--- src/rtl/sound_event_scheduler.sv ---
// Single-voice arbiter for game sound events (die > hit > eat), counted in video frames,
// with a silent gap after each naturally finished sound.
module sound_event_scheduler #(
    parameter int EAT_FRAMES = 8,
    parameter int HIT_FRAMES = 12,
    parameter int DIE_FRAMES = 30,
    parameter int GAP_FRAMES = 2,
    parameter int CNT_W      = 6
) (
    input  logic       clk,
    input  logic       reset,
    input  logic       frame_end,
    input  logic       eat_req,
    input  logic       hit_req,
    input  logic       die_req,
    input  logic       mute,
    output logic       saw_trigger,
    output logic       square_trigger,
    output logic       noise_trigger,
    output logic       busy,
    output logic [1:0] active_id
);

    typedef enum logic [1:0] {IDLE, PLAY, GAP} state_t;

    localparam logic [1:0] ID_NONE = 2'b00;
    localparam logic [1:0] ID_EAT  = 2'b01;
    localparam logic [1:0] ID_HIT  = 2'b10;
    localparam logic [1:0] ID_DIE  = 2'b11;
    localparam logic [CNT_W-1:0] CNT_ONE = CNT_W'(1);

    state_t           state_reg, state_next;
    logic [CNT_W-1:0] cnt_reg, cnt_next;
    logic [1:0]       active_reg, active_next;
    logic [2:0]       req_vec, req_prev_reg, req_edge;
    logic [2:0]       pending_reg, pending_next, clear;
    logic [1:0]       top_id;

    // Bit order everywhere: [0] eat, [1] hit, [2] die.
    assign req_vec = {die_req, hit_req, eat_req};

    generate
        for (genvar gi = 0; gi < 3; gi++) begin : g_edge
            assign req_edge[gi] = req_vec[gi] & ~req_prev_reg[gi];
        end
    endgenerate

    function automatic logic [CNT_W-1:0] frames_of(input logic [1:0] id);
        case (id)
            ID_DIE:  return CNT_W'(DIE_FRAMES);
            ID_HIT:  return CNT_W'(HIT_FRAMES);
            default: return CNT_W'(EAT_FRAMES);
        endcase
    endfunction

    function automatic logic [2:0] bit_of(input logic [1:0] id);
        case (id)
            ID_EAT:  return 3'b001;
            ID_HIT:  return 3'b010;
            ID_DIE:  return 3'b100;
            default: return 3'b000;
        endcase
    endfunction

    always_comb begin
        top_id = ID_NONE;
        if (pending_reg[2])      top_id = ID_DIE;
        else if (pending_reg[1]) top_id = ID_HIT;
        else if (pending_reg[0]) top_id = ID_EAT;
    end

    always_comb begin
        state_next  = state_reg;
        cnt_next    = cnt_reg;
        active_next = active_reg;
        clear       = 3'b000;
        case (state_reg)
            IDLE: begin
                if (top_id != ID_NONE) begin
                    state_next  = PLAY;
                    cnt_next    = frames_of(top_id);
                    active_next = top_id;
                    clear       = bit_of(top_id);
                end
            end
            PLAY: begin
                // Preemption outranks retrigger, which outranks frame counting.
                if (top_id > active_reg) begin
                    cnt_next    = frames_of(top_id);
                    active_next = top_id;
                    clear       = bit_of(top_id);
                end else if ((pending_reg & bit_of(active_reg)) != 3'b000) begin
                    cnt_next = frames_of(active_reg);
                    clear    = bit_of(active_reg);
                end else if (frame_end) begin
                    if (cnt_reg > CNT_ONE) begin
                        cnt_next = cnt_reg - CNT_ONE;
                    end else if (GAP_FRAMES > 0) begin
                        state_next  = GAP;
                        cnt_next    = CNT_W'(GAP_FRAMES);
                        active_next = ID_NONE;
                    end else begin
                        state_next  = IDLE;
                        cnt_next    = '0;
                        active_next = ID_NONE;
                    end
                end
            end
            GAP: begin
                if (pending_reg[2]) begin
                    state_next  = PLAY;
                    cnt_next    = frames_of(ID_DIE);
                    active_next = ID_DIE;
                    clear       = 3'b100;
                end else if (frame_end) begin
                    if (cnt_reg > CNT_ONE) begin
                        cnt_next = cnt_reg - CNT_ONE;
                    end else begin
                        state_next = IDLE;
                        cnt_next   = '0;
                    end
                end
            end
            default: begin
                state_next  = IDLE;
                cnt_next    = '0;
                active_next = ID_NONE;
            end
        endcase

        // A fresh edge survives a clear of the same bit in the same cycle.
        pending_next = (pending_reg & ~clear) | req_edge;

        if (mute) begin
            state_next   = IDLE;
            cnt_next     = '0;
            active_next  = ID_NONE;
            pending_next = 3'b000;
        end
    end

    always_ff @(posedge clk) begin
        if (reset) begin
            state_reg      <= IDLE;
            cnt_reg        <= '0;
            active_reg     <= ID_NONE;
            req_prev_reg   <= 3'b000;
            pending_reg    <= 3'b000;
            saw_trigger    <= 1'b0;
            square_trigger <= 1'b0;
            noise_trigger  <= 1'b0;
            busy           <= 1'b0;
        end else begin
            state_reg      <= state_next;
            cnt_reg        <= cnt_next;
            active_reg     <= active_next;
            req_prev_reg   <= req_vec;
            pending_reg    <= pending_next;
            saw_trigger    <= (state_next == PLAY) && (active_next == ID_EAT);
            square_trigger <= (state_next == PLAY) && (active_next == ID_HIT);
            noise_trigger  <= (state_next == PLAY) && (active_next == ID_DIE);
            busy           <= (state_next != IDLE);
        end
    end

    // active_reg is forced to none whenever the state leaves PLAY.
    assign active_id = active_reg;

endmodule

--- config.mk ---
export PLATFORM = sky130hd
export DESIGN_NAME = sound_event_scheduler
export DESIGN_NICKNAME = d
export VERILOG_FILES = /design/src/rtl/sound_event_scheduler.sv
export SDC_FILE = /design/constraint.sdc
export NUM_CORES = 1
export LEC_CHECK = 0
export CAP_MARGIN = 30
export CORE_ASPECT_RATIO = 0.9
export CORE_UTILIZATION = 35
export CTS_BUF_LIST = sky130_fd_sc_hd__clkbuf_4 sky130_fd_sc_hd__clkbuf_8
export CTS_CLUSTER_SIZE = 16
export DETAILED_ROUTE_END_ITERATION = 7
export SYNTH_ARGS = -nofsm -noshare
export SYNTH_HDL_FRONTEND = slang
export SYNTH_SLANG_ARGS = --single-unit
--- constraint.sdc ---
create_clock -name clk -period 5.3 [get_ports clk]
set_input_delay 1.06 -clock clk [delete_from_list [all_inputs] [get_ports clk]]
set_output_delay 1.06 -clock clk [all_outputs]
set_load 0.005 [all_outputs]
# After elaboration in Yosys (flattened, before gate mapping)

Cells that the tools add are included.

Bits in registers: 20
Output and inout bits: 6
Word-level logic and storage cells: 87
Input port bits: 7

Equal/unequal tests: 15
Reduce and logical (&&, ||, !) cells: 9
Mux-type cells: 41
Bitwise gates (word level): 10
Order comparisons: 2
$add $sub $neg: 1

Operators with widths:

| operator                                                              | count |
|---|---|
| 6-bit two-way mux                                                     | 8 |
| 2-bit two-way mux                                                     | 18 |
| 3-bit one-hot mux with 3 select lines                                 | 3 |
| 5-bit one-hot mux with 2 select lines                                 | 2 |
| 3-bit two-way mux                                                     | 6 |
| 6-bit one-hot mux with 3 select lines                                 | 1 |
| 2-bit == test (second input constant)                                 | 7 |
| 2-bit one-hot mux with 3 select lines                                 | 2 |
| 2-bit by 1-bit == test with 1-bit output (second input constant)      | 5 |
| 3-bit AND                                                             | 2 |
| 6-bit by 1-bit > comparator with 1-bit output (second input constant) | 1 |
| 6-bit by 1-bit subtractor with 6-bit output (second input constant)   | 1 |
| 4-bit inequality test (second input constant)                         | 1 |
| 2-bit nonzero test                                                    | 2 |
| 1-bit AND                                                             | 3 |
| 1-bit logical AND                                                     | 3 |
| 3-bit inequality test (second input constant)                         | 1 |
| 1-bit inverter                                                        | 3 |
| 3-bit inverter                                                        | 1 |
| 3-bit bitwise OR                                                      | 1 |
| 3-bit AND reduction                                                   | 1 |
| 3-bit nonzero test                                                    | 1 |
| 2-bit > comparator                                                    | 1 |
| 2-bit zero test                                                       | 1 |
| other kinds (3)                                                       | 3 |

# Depth between registers and ports, before layout

Gate-level depths: netlist (run 1).

Depth in word-level cells: 14
Depth in mapped cells: 10
Depth with buffers taken out: 8

# Worst setup path after synthesis (run 1)

No wires, ideal clock.

Kind: register to register
Start point: register pending_reg[2]
End point: register cnt_reg[2]
Data required time: 5199 ps
Data arrival time: 2224 ps
Buffers on the path: 3
Period minus slack after synthesis: 2325 ps
Slack: 2975 ps
Cell stages (with the launch flop): 11
Setup time: 101 ps
Path through: dfxtp_1 -> buf_6 -> or2_1 -> buf_2 -> ha_1 -> nor2b_1 -> o21ai_2 -> buf_2 -> nor2_1 -> o31a_1 -> o41ai_1

Word-level cells in the longest chain between the ends: 5
Elaborated cells on any way between the ends: 17
Those cells by class: order compare: 1; eq/ne: 5; mux: 7; bitwise: 1; reduce/logical: 3

RTL lines:

| item                                                                       | line   | text |
|---|---|---|
| from (decl)                                                                | 36     | `logic [2:0] pending_reg, pending_next, clear;` |
| from (signal assigned)                                                     | 158    | `pending_reg <= pending_next;` |
| 2-bit two-way mux or 3-bit AND (tied branches)                             | 67, 92 |  |
| 2-bit == test or 3-bit nonzero test (tied branches)                        | 49, 92 |  |
| 5-bit one-hot mux with 2 select lines or 6-bit two-way mux (tied branches) | 49, 92 |  |
| 6-bit two-way mux, on equally long branches                                | 88, 79 |  |
| 6-bit one-hot mux with 3 select lines                                      | 77     | `case (state_reg)` |
| to (signal assigned)                                                       | 155    | `cnt_reg <= cnt_next;` |
| to (decl)                                                                  | 33     | `logic [CNT_W-1:0] cnt_reg, cnt_next;` |

Parallel ways exist; a longest one is shown, timed or not. The select of a mux whose other input is x is not followed.
A chain may end at the register's enable or synchronous reset.

# Final worst setup path (run 1)

Start point: register pending_reg[2]
End point: register cnt_reg[1]

The elaborated chain is that of the path after synthesis.

==> run metrics, run 1 <==
status=finished, final reports clean; Hold Crit Class=flip-flop to flip-flop; pwr dens=251.1 mW/mm2; final setup violation count=0; Max VDD drop=0.0001508 V; Ports=13; Setup Crit Path Kind=flip-flop to flip-flop; Seq/Total Area, Yosys=0.2689; #FFs+latches synth=20; Die Y=63.88 um; Post-synth ARST share=0; H-tree levels=1; total CTS buffers=3; EDFF count, synth=0; worst hold slack=493.4 ps; Core ar.=0.004074 mm2; TritonRoute pass-1 iters=4; clk_skew=4.863 ps; first-pass GRT wire length=5.885 mm; layout cells sized above 1=0.1278; Worst EP required=5460 ps; crit-path cells=or2_1 > ha_1 > nor2b_1 > o21ai_2 > o211ai_1 > a211o_1 > a32o_1; ranking of synthesized cells by area=dfxtp_1 (27%), nor2_1 (4.8%), a21oi_1 (3.7%); total setup buffers inserted after CTS=0; DR WL/cell=15.17 um; fin nets=192; post-synthesis cell count=175; clk root buf=clkbuf_8; Syn Area/Cell=8.508 um2; Top FF cell, synth=dfxtp_1; gp weighted congestion=0.8705; vias in the first global route=1240; setup TNS=0 ps; final worst-path cycle share=0.5308; fill count=428; max reg flops=6; worst skew pair latency=260 ps; via count=1343; Max Slew Vio Count=0; Post-Syn Area=0.001489 mm2; FF+latch area=400.4 um2; n_diodes=0; leak pwr=0.5840 nW; CP Capture Type=flip-flop; GR Util All Layers=0.1625; Yosys top cell by area=dfxtp_1; row cnt=22; Final Critical Period=2813 ps; Worst Tran Pin Value=641.8 ps; HPWL after DPL=2.538 mm; max_slew headroom=0.5705; Max Buffers Root-to-Sink=2; total die area=0.004519 mm2; reg2reg setup slack=2490 ps; CTS sink cnt=20; cts repair resizes=0; Initial Utilization=0.3655; Netlist cell types=61; crit path max-delay cell type=dfxtp_1; IO buf count=12; RSZ-0062 raised after global routing=false; Placed Cells incl. Taps=224; 1st-iter DRT viols=93; antenna violations before repair=0; WP data arrival=2970 ps; Worst-path clk slew=80 ps; P&R area growth vs syn=10.17%; grt ovf=0; Final ANT Viol Nets=0; Multi-input gate area=958.4 um2; hold_buf cts=0; CTS tree=done; fin cells=228; max incr delay on CP=690 ps; Worst setup SP type=flip-flop; fmax=355.4 MHz; largest net degree at the start of global routing=20; area fraction of the dominant cell type after synthesis=0.2689; Syn Nets=186; DIE WIDTH=70.75 um; crit path max fanout=18; final hold violation count=0; DR DRC count=0; vias per std cell=5.890; maxcap violations=0; final WL=3.458 mm; YS warnings=0
synth_stat cells, drive strengths merged, types with 2 or more instances:
cell type / count
o21ai: 11
nor2: 19
or2: 4
nor3b: 2
buf: 5
clkbuf: 6
inv: 8
a32o: 2
o31ai: 3
or4: 2
and3: 2
dfxtp: 20
nand3b: 2
nor2b: 6
nand2: 8
o41ai: 3
nor3: 7
nand2b: 6
a211oi: 2
o211ai: 3
nand3: 5
a21oi: 13
o21bai: 2
ha: 4
or3: 2
o2111ai: 2
a31oi: 3
a21o: 2
placed cells by master, fill, tap and decap left out, types with 2 or more instances in the layout:
master and instances:
dfxtp_1 20, nor2_1 19, clkdlybuf4s50_1 12, a21oi_1 11, o21ai_0 9, inv_1 8, nand2_1 7, nor2b_1 6
nand2b_1 6, nor3_1 6, nand3_1 5, ha_1 4, or2_2 3, o31ai_1 3, o41ai_1 3, o211ai_1 3
clkbuf_8 3, o21ai_2 2, o2111ai_1 2, a211oi_1 2, nor3b_1 2, a21o_1 2, nand3b_1 2, a31oi_1 2
a32o_1 2, o21bai_1 2
kinds of logic after synthesis:
kind of cell / after synthesis / synth area share
AND/OR/NAND/NOR: 71 / 0.2916
AO/OA/AOI/OAI: 58 / 0.2992
flip-flops: 20 / 0.2689
buffers and inverters: 19 / 0.08739
adder cells (fa/ha/maj): 4 / 0.03361
XOR/XNOR: 2 / 0.01177
multiplexers: 1 / 0.007562
power by group:
part	leakage, nW	switching, mW	internal [mW]
Sequential	0.163	0.00869	0.155
Clock	0.0357	0.0552	0.101
Combinational	0.385	0.0520	0.0399
stage by stage:
| stage | util | power (mW) | setup WS, ps | cell area (um2) |
|---|---|---|---|---|
| floorplan | - | 0.2381 | 2975 | 1489 |
| global placement | 0.3851 | 0.2555 | 2471 | 1569 |
| finish | 0.4026 | 0.4119 | 2487 | 1640 |
| detailed placement | 0.3851 | 0.2580 | 2361 | 1569 |
| global route | 0.4026 | 0.4322 | 2299 | 1640 |
| CTS | 0.4026 | 0.4137 | 2517 | 1640 |
path summary, 6_finish.rpt:
kind | startpoint | to | cells after the start
min reg2reg | req_prev_reg[2] | pending_reg[2] | 2
min | req_prev_reg[2] | pending_reg[2] | 2
max | pending_reg[2] | cnt_reg[1] | 7
max reg2reg | pending_reg[2] | cnt_reg[1] | 7
layout make-up:
| type | instances | share of cell area |
|---|---|---|
| Multi-Input combinational cell | 136 | 0.5843 |
| Tap cell | 48 | 0.03661 |
| Sequential cell | 20 | 0.2441 |
| Clock inverter | 1 | 0.01831 |
| Inverter | 8 | 0.01831 |
| Timing Repair Buffer | 12 | 0.07323 |
| Clock buffer | 3 | 0.02517 |
critical path, delay by kind of cell, from the launching register on:
| family | cells | cell delay [ps] |
|---|---|---|
| fa+ha+maj | 1 | 320 |
| flops | 1 | 690 |
| compound gates | 4 | 1230 |
| simple gates | 2 | 490 |
per-layer routing:
metal | global-route usage | share of wire | up-vias
met5 | 0 | 0 | -
met4 | 0.04000 | 0.012 | 0
met3 | 0.03312 | 0.053 | 4
met2 | 0.2704 | 0.48 | 41
met1 | 0.2148 | 0.45 | 639
li1 | - | - | 659
Note: power is estimated with default switching activity, not from simulation.
==> run 2: changes to the inputs <==
==> constraint.sdc (replaced) <==
create_clock -name clk -period 2.8 [get_ports clk]
set_input_delay 0.56 -clock clk [delete_from_list [all_inputs] [get_ports clk]]
set_output_delay 0.56 -clock clk [all_outputs]
set_load 0.005 [all_outputs]
==> run 2 against run 1 <==
Compared with the run above: count of clock-buffer cells in the layout unchanged; sequential share of layout area increased by 0.11 points; die area unchanged; global-route usage decreased by 0.11 points; worst setup slack got worse by 2300 ps; critical path type unchanged; critical endpoint unchanged; largest power group unchanged; highest routed layer unchanged.
==> run metrics, run 2 (same netlist as run 1, synthesis figures left out) <==
CP Capture Type=flip-flop; worst hold slack=500.4 ps (+6.966 ps); Worst EP required=2960 ps (-2500 ps); setup TNS=0 ps (unchanged); worst skew pair latency=260 ps (about the same); Die Y=63.88 um (unchanged); CP Buf/Inv Count=0 (unchanged); Final ANT Viol Nets=0 (unchanged); total setup buffers inserted after CTS=0 (unchanged); layout cells sized above 1=0.1374 (+0.009585); clk root buf=clkbuf_8; DIE WIDTH=70.75 um (unchanged); Setup Crit Path Kind=flip-flop to flip-flop; WP depth=7 (unchanged); gp weighted congestion=0.8388 (-3.6%); final setup violation count=0 (unchanged); WP data arrival=2760 ps (-210 ps); Max Buffers Root-to-Sink=2 (unchanged); via count=1356 (+0.97%); reg2reg setup slack=200 ps (-2280 ps); CP Capture Point=cnt_reg[1]; worst reg2reg startpoint=pending_reg[1]; Final Critical Period=2597 ps (-216.5 ps); DR WL/cell=14.50 um (-4.4%); vias in the first global route=1222 (-1.5%); Worst-path clk slew=70 ps (about the same); fill count=441 (+3.0%); total CTS buffers=3 (unchanged); status=finished, final reports clean; RSZ-0062 raised after global routing=false; max_slew headroom=0.5634 (-0.007157); most common cell after layout, fill and taps aside=dfxtp_1; total power=0.6742 mW (+64%); n_diodes=0 (unchanged); hold_buf cts=0 (unchanged); antenna violations before repair=0 (unchanged); 1st-iter DRT viols=47 (-49%); P&R area growth vs syn=9.664%; pwr dens=412.9 mW/mm2 (+64%); FF-to-FF End=cnt_reg[1]; final worst-path cycle share=0.9275 (+0.3966); GR Util All Layers=0.1614 (-0.001059); family with the most delay on the worst path=compound AO/OA/AOI/OAI gates; HPWL after DPL=2.458 mm (-3.1%); DR DRC count=0 (unchanged); final WL=3.334 mm (-3.6%); Initial Utilization=0.3655 (unchanged); TritonRoute pass-1 iters=4 (unchanged); H-tree levels=1 (unchanged); clk_skew=4.831 ps (-0.03259 ps); crit path max-delay cell type=o21ai_2; most frequent cells in the layout=dfxtp_1 (20), nor2_1 (19), clkdlybuf4s50_1 (12); reg2reg path depth=7 (unchanged); final hold violation count=0 (unchanged); grt ovf=0 (unchanged); row cnt=22 (unchanged); crit-path cells=or2_1 > ha_1 > nor2b_1 > o21ai_2 > o211ai_1 > a211o_1 > a32o_1; CTS sink cnt=20 (unchanged); IO buf count=12 (unchanged); Max Slew Vio Count=0 (unchanged); max reg flops=6 (unchanged); Worst setup SP type=flip-flop; max incr delay on CP=500 ps (-190 ps); Hold Crit Class=flip-flop to flip-flop; maxcap violations=0 (unchanged); first-pass GRT wire length=5.740 mm (-2.5%); crit path from=pending_reg[1]; largest net degree at the start of global routing=20 (unchanged); total die area=0.004519 mm2 (unchanged); fmax=385.1 MHz (+8.3%); vias per std cell=5.896 (about the same); fin nets=195 (+1.6%); Core ar.=0.004074 mm2 (unchanged); Max VDD drop=0.0001935 V (+28%); crit path max fanout=15 (-3); CTS tree=done; leak pwr=0.5857 nW (+0.29%); Worst Tran Pin Value=648.1 ps (+6.257 ps); cts repair resizes=0 (unchanged); Ports=13 (unchanged)
==> run 2: cell count changes in the layout (fill, tap and decap cells not counted), sizes merged <==
cell / before / now
bufinv: 1 / 0
buf: 0 / 3
==> run 2: worst min-delay path by stage <==
stage	start	to	slack [ps]	cells past startpoint
after CTS	req_prev_reg[2]	pending_reg[2]	510	2
final	req_prev_reg[0]	pending_reg[0]	500	2
after floorplan	req_prev_reg[2]	pending_reg[2]	470	2
after detailed placement	req_prev_reg[0]	pending_reg[0]	490	2
after global routing	req_prev_reg[2]	pending_reg[2]	530	2
after global placement	req_prev_reg[2]	pending_reg[2]	490	2
==> run 2: area by class of cell <==
class | count | area, um2 | area share
well taps | 48 | 60.06 | 0.03678
multi-input cells | 136 | 958.4 | 0.5870
clock buffers | 3 | 41.29 | 0.02529
inverters | 8 | 30.03 | 0.01839
repair buffers | 15 | 142.6 | 0.08736
flip-flops and latches | 20 | 400.4 | 0.2452
==> run 2: through the flow <==
| step | cells | setup WS, ps | utilization | area [um2] |
|---|---|---|---|---|
| CTS | 230 | 210.2 | 0.4008 | 1633 |
| detailed placement | 227 | 220.2 | 0.3907 | 1592 |
| global placement | 227 | 329.2 | 0.3907 | 1592 |
| global route | 230 | 45.84 | 0.4008 | 1633 |
| floorplan | 175 | 475.0 | - | 1489 |
| finish | 230 | 203.0 | 0.4008 | 1633 |
==> run 2: per-layer routing <==
metal  routed length (um)  up-vias  global-route usage  share of wire
met5                    0        -                   0              0
met2                 1538       41              0.2644           0.46
met1                 1555      647              0.2098           0.47
met4                   36        0             0.04750          0.011
met3                  203        4             0.03943          0.061
li1                     -      664                   -              -
==> run 2: tightest hold or removal path, cell delays in order, from the launching register on <==
cell	delay, ps
dfxtp_1	300
nand3b_1	90
o21ai_0	70
==> run 2: report_power, final <==
group	total (mW)	internal [mW]	switching (mW)
clock network	0.189	0.0960	0.0933
logic	0.178	0.0779	0.101
registers	0.306	0.294	0.0124
==> run 3: changes to the inputs <==
--- a/config.mk
+++ b/config.mk
@@ -5,8 +5,8 @@
 export SDC_FILE = /design/constraint.sdc
 export NUM_CORES = 1
 export LEC_CHECK = 0
-export CAP_MARGIN = 30
 export CORE_ASPECT_RATIO = 0.9
+export CORE_MARGIN = 2
 export CORE_UTILIZATION = 35
 export CTS_BUF_LIST = sky130_fd_sc_hd__clkbuf_4 sky130_fd_sc_hd__clkbuf_8
 export CTS_CLUSTER_SIZE = 16
==> constraint.sdc (replaced) <==
create_clock -name clk -period 2.1 [get_ports clk]
set_input_delay 0.42 -clock clk [delete_from_list [all_inputs] [get_ports clk]]
set_output_delay 0.42 -clock clk [all_outputs]
set_load 0.005 [all_outputs]
==> run 3 against run 2 <==
Compared with the run above: clock power up 57%; core utilization increased by 5.4 points; die area is 6.0% higher; cell count rose by 8.7%; first-iteration DRC count rose by 77%; cell area increased by 13%; critical path depth unchanged; largest power group unchanged.
==> run metrics, run 3 (same netlist as run 1, synthesis figures left out) <==
status=finished, final reports clean; maxcap violations=0 (unchanged); largest net degree at the start of global routing=17 (-15%); most frequent cells in the layout=buf_4 (21), dfxtp_1 (20), nor2_1 (18); FF+latch area=400.4 um2 (unchanged); WP data arrival=2260 ps (-500 ps); total die area=0.004792 mm2 (+6.0%); CTS tree=done; crit path max-delay cell type=or4b_1; post-placement cell area=0.001754 mm2 (+10%); hold path cells=2 (unchanged); Max Slew Vio Count=0 (unchanged); Design Area, Final=0.001853 mm2 (+13%); DR WL/cell=15.53 um (+7.1%); Final ANT Viol Nets=0 (unchanged); CP Capture Type=flip-flop; RSZ-0062 raised after global routing=true; antenna violations before repair=0 (unchanged); reg2reg path depth=7 (unchanged); setup TNS=0 ps (unchanged); final WL=3.883 mm (+16%); crit path max fanout=6 (-9); final hold violation count=0 (unchanged); max_slew headroom=0.6824 (+0.1190); final setup violation count=0 (unchanged); Core ar.=0.004074 mm2 (unchanged); WHS Endpoint=pending_reg[1]; TritonRoute pass-1 iters=4 (unchanged); total setup buffers inserted after CTS=0 (unchanged); Worst setup SP type=flip-flop; fmax=483.3 MHz (+26%); max incr delay on CP=460 ps (-40 ps); CTS sink cnt=20 (unchanged); min-delay src=req_prev_reg[1]; crit-path cells=or2_1 > ha_4 > nor2b_4 > o21ai_4 > a31oi_4 > or4b_1 > a21oi_1; Multi-input gate area=0.001030 mm2 (+7.4%); DR DRC count=0 (unchanged); HPWL after DPL=2.943 mm (+20%); IO buf count=12 (unchanged); Worst-path clk slew=70 ps (about the same); n_diodes=0 (unchanged); Die Y=65.88 um (+3.1%); fin nets=214 (+9.7%); layout cells sized above 1=0.2673 (+0.1300); grt ovf=0 (unchanged); Initial Utilization=0.3655 (unchanged); row cnt=22 (unchanged); Final Critical Period=2069 ps (-528.0 ps); GR Util All Layers=0.1724 (+0.01100); worst reg2reg startpoint=pending_reg[1]; family with the most delay on the worst path=simple AND/OR/NAND/NOR gates; Max Buffers Root-to-Sink=2 (unchanged); via count=1462 (+7.8%); pwr dens=543.8 mW/mm2 (+32%); Setup Crit Path Kind=flip-flop to flip-flop; fill count=401 (-9.1%); clk_skew=3.731 ps (-1.100 ps); final worst-path cycle share=0.9852 (+0.05772); H-tree levels=1 (unchanged); Max VDD drop=0.0003107 V (+61%); reg2reg setup slack=30 ps (-170 ps); Worst EP required=2290 ps (-670 ps); total CTS buffers=3 (unchanged); clk root buf=clkbuf_8; vias in the first global route=1382 (+13%); 1st-iter DRT viols=83 (+77%); FF-to-FF End=square_trigger; gp weighted congestion=0.8694 (+3.6%); WP depth=7 (unchanged); vias per std cell=5.848 (-0.81%); CP Buf/Inv Count=0 (unchanged); first-pass GRT wire length=6.499 mm (+13%); worst skew pair latency=260 ps (about the same); max reg flops=6 (unchanged); DIE WIDTH=72.75 um (+2.8%); most common cell after layout, fill and taps aside=buf_4; Ports=13 (unchanged); P&R area growth vs syn=24.45%; Worst Tran Pin Value=471.5 ps (-176.6 ps); Hold Crit Class=flip-flop to flip-flop; leak pwr=0.7127 nW (+22%)
run 3: how the worst max path moves through the flow:
stage	from	slack, ps	to
final	pending_reg[1]	30	square_trigger
after global placement	pending_reg[1]	50	cnt_reg[1]
after global routing	pending_reg[0]	-80	square_trigger
after detailed placement	pending_reg[0]	20	square_trigger
after floorplan	pending_reg[2]	-30	square_trigger
after CTS	pending_reg[0]	0.3	square_trigger
run 3: through the flow:
stage | total power, mW | hold WS [ps] | utilization | setup slack [ps] | std cells
detailed placement | 0.7006 | 534.1 | 0.4306 | 21.84 | 245
finish | 1.008 | 545.0 | 0.4549 | 31.05 | 250
global route | 1.063 | 572.9 | 0.4549 | -77.60 | 250
floorplan | 0.6198 | 466.7 | - | -26.36 | 175
global placement | 0.6962 | 526.3 | 0.4306 | 47.42 | 245
CTS | 0.9955 | 546.8 | 0.4441 | 0.3269 | 249
run 3: worst register-to-register path: stages (launching register included):
cell     delay, ps
dfxtp_1        350
or2_1          270
ha_4           310
nor2b_4        200
o21ai_4        100
a31oi_4        190
or4b_1         460
a21oi_1        130
run 3: report_power, final:
group	internal, mW	total [mW]	switching (mW)	leakage [nW]
combinational	0.145	0.310	0.165	0.521
clock	0.167	0.296	0.129	0.0288
sequential	0.392	0.402	0.0101	0.163
total	0.704	1.01	0.304	0.713
run 3: area by class of cell:
type / count / share of cell area
timing repair buffer: 33 / 0.1499
tap: 48 / 0.03241
sequential: 20 / 0.2161
clock buffer: 4 / 0.02971
inverter: 8 / 0.01621
multi-input combinational: 137 / 0.5557
run 3: timing repair:
item / in CTS / in global routing
hold buffers: 0 / 0
resized for setup: 0 / 7
setup endpoints to repair: 0 / 6
run 3: metal layers:
| layer | vias up | GRT usage | share of wire |
|---|---|---|---|
| li1 | 702 | - | - |
| met1 | 706 | 0.2479 | 0.47 |
| met2 | 44 | 0.2659 | 0.46 |
| met3 | 10 | 0.02287 | 0.049 |
| met4 | 0 | 0.05324 | 0.023 |
| met5 | - | 0 | 0 |
